### src/rtl/register_file_pkg.sv
// Shared widths and word type for the register file slice.
// Latency: n/a (types and constants only).
// Backpressure: n/a.
package register_file_pkg;

    localparam int DATA_WIDTH_DEF = 8;
    localparam int ADDR_WIDTH_DEF = 2;
    localparam int DEPTH_DEF      = 2 ** ADDR_WIDTH_DEF;

    typedef logic [DATA_WIDTH_DEF-1:0] data_t;
    typedef logic [ADDR_WIDTH_DEF-1:0] addr_t;

endpackage

### src/rtl/register_file_if.sv
// Write port plus two read ports of the register file, bundled as one bus.
// Latency: writes land on the next rising clk edge; reads are combinational.
// Backpressure: none, every write and read is accepted immediately.
interface register_file_if #(
    parameter int DATA_WIDTH = register_file_pkg::DATA_WIDTH_DEF,
    parameter int ADDR_WIDTH = register_file_pkg::ADDR_WIDTH_DEF
);

    logic                  we;
    logic [ADDR_WIDTH-1:0] write_addr;
    logic [DATA_WIDTH-1:0] write_data;
    logic [ADDR_WIDTH-1:0] read_addr1;
    logic [ADDR_WIDTH-1:0] read_addr2;
    logic [DATA_WIDTH-1:0] read_data1;
    logic [DATA_WIDTH-1:0] read_data2;

    // Requester side: drives the write port and both read addresses.
    modport master (
        output we,
        output write_addr,
        output write_data,
        output read_addr1,
        output read_addr2,
        input  read_data1,
        input  read_data2
    );

    // Register file side: consumes requests, returns read data.
    modport slave (
        input  we,
        input  write_addr,
        input  write_data,
        input  read_addr1,
        input  read_addr2,
        output read_data1,
        output read_data2
    );

endinterface

### src/rtl/register_file_decoder.sv
// Turns write_addr + we into a one-hot per-register write-enable vector.
// Latency: purely combinational.
// Backpressure: none.
module register_file_decoder #(
    parameter int ADDR_WIDTH = register_file_pkg::ADDR_WIDTH_DEF,
    parameter int DEPTH      = 2 ** ADDR_WIDTH
) (
    input  logic                  we,
    input  logic [ADDR_WIDTH-1:0] write_addr,
    output logic [DEPTH-1:0]      wr_en
);

    // Addresses at or beyond DEPTH match no bit, so such writes fall away.
    always_comb begin
        wr_en = '0;
        for (int i = 0; i < DEPTH; i++) begin
            wr_en[i] = we && (write_addr == ADDR_WIDTH'(i));
        end
    end

endmodule

### src/rtl/register_file.sv
// DEPTH x DATA_WIDTH register file, one write port and two independent read ports.
// Latency: write visible after the next rising clk; reads are zero-latency muxes, no bypass.
// Backpressure: none; asynchronous reset clears every register and blocks writes while high.
module register_file
    import register_file_pkg::*;
#(
    parameter int DATA_WIDTH = DATA_WIDTH_DEF,
    parameter int ADDR_WIDTH = ADDR_WIDTH_DEF,
    parameter int DEPTH      = 2 ** ADDR_WIDTH
) (
    input  logic           clk,
    input  logic           rst,
    register_file_if.slave bus
);

    logic [DEPTH-1:0]      wr_en;
    logic [DATA_WIDTH-1:0] regs_q [DEPTH];
    logic [DATA_WIDTH-1:0] regs_d [DEPTH];
    logic [DATA_WIDTH-1:0] read_data1;
    logic [DATA_WIDTH-1:0] read_data2;

    register_file_decoder #(
        .ADDR_WIDTH (ADDR_WIDTH),
        .DEPTH      (DEPTH)
    ) u_decoder (
        .we         (bus.we),
        .write_addr (bus.write_addr),
        .wr_en      (wr_en)
    );

    // Next state: only the register selected by the one-hot enable loads new data.
    always_comb begin
        for (int i = 0; i < DEPTH; i++) begin
            regs_d[i] = wr_en[i] ? bus.write_data : regs_q[i];
        end
    end

    // Storage: async reset wins over any coincident write edge.
    always_ff @(posedge clk or posedge rst) begin
        if (rst) begin
            for (int i = 0; i < DEPTH; i++) begin
                regs_q[i] <= '0;
            end
        end else begin
            for (int i = 0; i < DEPTH; i++) begin
                regs_q[i] <= regs_d[i];
            end
        end
    end

    // Read muxes: straight from the flops, unmapped addresses read as zero.
    always_comb begin
        read_data1 = '0;
        read_data2 = '0;
        for (int i = 0; i < DEPTH; i++) begin
            if (bus.read_addr1 == ADDR_WIDTH'(i)) begin
                read_data1 = regs_q[i];
            end
            if (bus.read_addr2 == ADDR_WIDTH'(i)) begin
                read_data2 = regs_q[i];
            end
        end
    end

    assign bus.read_data1 = read_data1;
    assign bus.read_data2 = read_data2;

endmodule

### src/flat_wrapper.sv
// flat-port wrapper written by rule: the top's interface ports become plain ports
module register_file_flat import register_file_pkg::*;
#(
    parameter int DATA_WIDTH = DATA_WIDTH_DEF,
    parameter int ADDR_WIDTH = ADDR_WIDTH_DEF,
    parameter int DEPTH      = 2 ** ADDR_WIDTH
)
  (clk, rst, bus_we, bus_write_addr, bus_write_data, bus_read_addr1, bus_read_addr2, bus_read_data1, bus_read_data2);
  register_file_if #(.DATA_WIDTH(DATA_WIDTH), .ADDR_WIDTH(ADDR_WIDTH)) bus_i ();
  input  logic clk;
  input  logic rst;
  input wire logic [$bits(bus_i.we)-1:0] bus_we;
  input wire logic [$bits(bus_i.write_addr)-1:0] bus_write_addr;
  input wire logic [$bits(bus_i.write_data)-1:0] bus_write_data;
  input wire logic [$bits(bus_i.read_addr1)-1:0] bus_read_addr1;
  input wire logic [$bits(bus_i.read_addr2)-1:0] bus_read_addr2;
  output wire logic [$bits(bus_i.read_data1)-1:0] bus_read_data1;
  output wire logic [$bits(bus_i.read_data2)-1:0] bus_read_data2;
  assign bus_i.we = bus_we;
  assign bus_i.write_addr = bus_write_addr;
  assign bus_i.write_data = bus_write_data;
  assign bus_i.read_addr1 = bus_read_addr1;
  assign bus_i.read_addr2 = bus_read_addr2;
  assign bus_read_data1 = bus_i.read_data1;
  assign bus_read_data2 = bus_i.read_data2;
  register_file #(.DATA_WIDTH(DATA_WIDTH), .ADDR_WIDTH(ADDR_WIDTH), .DEPTH(DEPTH)) u_core (.clk(clk), .rst(rst), .bus(bus_i));
endmodule
### config.mk
export PLATFORM = sky130hd
export DESIGN_NAME = register_file_flat
export DESIGN_NICKNAME = d
export VERILOG_FILES = /design/src/rtl/register_file_pkg.sv /design/src/rtl/register_file_if.sv /design/src/rtl/register_file_decoder.sv /design/src/rtl/register_file.sv /design/src/flat_wrapper.sv
export SDC_FILE = /design/constraint.sdc
export NUM_CORES = 1
export LEC_CHECK = 0
export ABC_CLOCK_PERIOD_IN_PS = 1100
export CAP_MARGIN = 20
export CORE_UTILIZATION = 50
export CTS_CLUSTER_DIAMETER = 120
export CTS_CLUSTER_SIZE = 20
export DETAILED_ROUTE_END_ITERATION = 7
export PLACE_DENSITY = 0.74
export SYNTH_ARGS = -nofsm -noshare
export SYNTH_HDL_FRONTEND = slang
export SYNTH_SLANG_ARGS = --single-unit
### constraint.sdc
create_clock -name clk -period 1.1 [get_ports clk]
set_input_delay 0.165 -clock clk [delete_from_list [all_inputs] [get_ports clk]]
set_output_delay 0.165 -clock clk [all_outputs]
set_load 0.03 [all_outputs]
==> results.yml <==
global_route:
  grt_max_degree: 33
  globalRouteOverflowTotal: 0
  grt_pass1_vias: 1070
  grt_usage: 0.2152
  antenna_found_initial: 0
  grt_pass1_wl_um: 5133
critical_path:
  crit_fanout: 3
  critPathTopFamily: "multiplexers"
  crit_start: "u_core.regs_q[6]"
  start_kind: "flop"
  slowest_stage: "mux4_2"
  critPathCaptureType: "primary output"
  r2r_cells: 2
  crit_cells: 2
  cp_cell_sequence: "mux4_2 > buf_6"
  critical_path_class: "reg2out"
  critical-path-max-stage-delay_ns: 0.49
  crit_arrival_ns: 1.39
  required_ns: 0.94
  r2r-start: "u_core.regs_q[29]"
  timing.critical_path.buf_inv: 1
finish:
  final_util: 0.7314
  stdcell_area_sq_um: 2215
  top_regs: "u_core.regs_q: 32 flops"
  largest_reg_flops: 32
  instances_no_fill: 184
  drive_above_1_share: 0.6429
  fillCellCount: 213
  antenna_cells: 0
  top_register: "u_core.regs_q"
  area_growth_syn_to_layout_pct: 38.93
  fin_nets: 156
power:
  power_density_nw_per_um2: 1623
  switchingPower_mw: 1.119
  vdd_drop_max_mv: 1.021
  internal-power_mw: 2.476
  switching_share: 0.3113
  power_frac_comb: 0.373
  power.share.clock: 0.196
  p_total_mw: 3.595
  seq_power_share: 0.431
  p_leak_nw: 0.9366
place:
  dpl.hpwl_um: 2314
  post_dp_cell_area_sq_um: 2112
  dp_slack_ns: -1.011
  gp_congestion: 0.7108
  dp.cells: 174
  portBuffers: 32
synthesis:
  synth.avg_cell_area_sq_um: 17.91
  yosys.area.top_type_share: 0.5024
  yosysWarningCount: 0
  netlist_top_cells_area: "dfrtp_1 50%, mux2_2 23%, mux4_2 23%"
  synth_cells: 89
  synth_nets: 106
  synth-edff-count: 0
  synth_ff_type: "dfrtp_1"
  synth_commonest_cells: "32 x dfrtp_1, 32 x mux2_2, 16 x mux4_2"
  async_reset_ff_frac: 1.000
  netlist-cell-type-count: 9
  ys_seq_area_frac: 0.5024
  netlist_area_sq_um: 1594
  ys_seq_elements: 32
  yosysTopAreaCell: "dfrtp_1"
min_path:
  hold_class: "in2async"
clock_tree:
  worstSkewPairLatency_ns: 0.33
  clock_sink_count: 32
  clkTransAtPathRegs_ns: 0.10
  cts-buffers-inserted: 5
  cts_max_path_buffers: 2
  htreeDepth: 2
  clock-root-buffer: "clkbuf_4"
  cts_tree: "built"
  ctsHoldBuffers: 0
route:
  vias_per_cell: 5.353
  drt_iter0_markers: 14
  drcViolationCount: 0
  ant_nets: 0
  drt-pass1-iter-count: 4
  num_vias: 985
  wl_per_cell_um: 16.80
  drt-total-wl_um: 3092
sta:
  worst_slack_ns: -0.4504
  fmax_mhz: 645.0
  fin_crit_ns: 1.550
  setup_viol: 16
  clock_skew_ns: 0
  report.final.slew_viol_count: 0
  setup-tns-final_ns: -6.928
  hold_viol: 0
  tightestPinTransition_ns: 0.2606
  rsz0062_at_grt: "true"
  finalCritPeriodShare: 1.409
  hold_slack_ns: 0.1752
  timing.slew.headroom: 0.8263
die:
  ioPinCount: 33
  fp.coreArea_sq_um: 3028
  initial_core_util: 0.5264
  rows: 20
  dieArea_sq_um: 3418
  die_y_um: 58.46
  die_w_um: 58.46
run_status:
  violations: "setup timing"
  status: "finished with violations"
job:
  maxCapViolCount: 0
cells by family (layout without fill, tap and decap cells):
kind of cell | count (synthesis) | in the layout | synth area share
buffers and inverters | 5 | 56 | 0.01334
muxes | 48 | 48 | 0.4521
DFF | 32 | 32 | 0.5024
and+or+nand+nor | 4 | 4 | 0.03218
final timing paths:
| kind | slack [ns] | endpoint |
|---|---|---|
| worst max register to register | 0.19 | u_core.regs_q[29] |
| worst max-delay path | -0.45 | bus_read_data2[6] |
| min in group clk | 0.53 | u_core.regs_q[0] |
| worst min-delay path | 0.18 | u_core.regs_q[8] |
| max in group asynchronous | 0.75 | u_core.regs_q[27] |
| worst min register to register | 0.53 | u_core.regs_q[8] |
area by class of cell:
type / count / area (sq um) / area share
clock inverters: 1 / 7.507 / 0.003390
well taps: 44 / 55.05 / 0.02486
repair buffers: 47 / 509.2 / 0.2299
multi-input cells: 52 / 783.3 / 0.3537
clock buffers: 7 / 55.05 / 0.02486
inverters: 1 / 3.754 / 0.001695
flip-flops and latches: 32 / 800.8 / 0.3616
power by group through the flow:
stage	Sequential [mW]	Clock, mW	Combinational [mW]
6_report	1.55	0.703	1.34
5_1_grt	1.59	0.767	1.41
4_1_cts	1.55	0.729	1.35
3_5_place_dp	1.58	0	1.27
3_3_place_gp	1.55	0	1.26
2_1_floorplan	1.52	0	0.824
per-layer routing:
| metal | up-vias | track usage | routed length (um) |
|---|---|---|---|
| met4 | 0 | 0.06122 | 27 |
| li1 | 457 | - | - |
| met1 | 497 | 0.2774 | 1276 |
| met5 | - | 0 | 0 |
| met2 | 27 | 0.3563 | 1648 |
| met3 | 4 | 0.06593 | 139 |
tightest hold or removal path, stage by stage:
cell	delay (ns)
clkdlybuf4s50_1	0.40
inv_1	0.09
buf_12	0.21
cells in the final DEF, fill, tap and decap left out:
cell type        synthesis  routed
dfrtp_1                 32      32
buf_6                    0      16
mux2_2                  32      31
inv_1                    1       1
dlygate4sd2_1            0       5
buf_12                   0       5
nor3b_4                  1       1
clkdlybuf4s50_1          0      11
mux2_4                   0       1
clkinvlp_4               0       1
mux4_2                  16      16
clkbuf_1                 0       1
buf_4                    0      10
nand3_4                  0       1
clkbuf_4                 0       5
clkbuf_8                 0       1
nand3b_2                 2       2
timing repair:
item / CTS / global route
endpoints found under the setup margin: 48 / 16
buffers inserted: 1 / 1
resized for setup: 119 / 0
No activity file was read; power rests on OpenSTA's default activity.
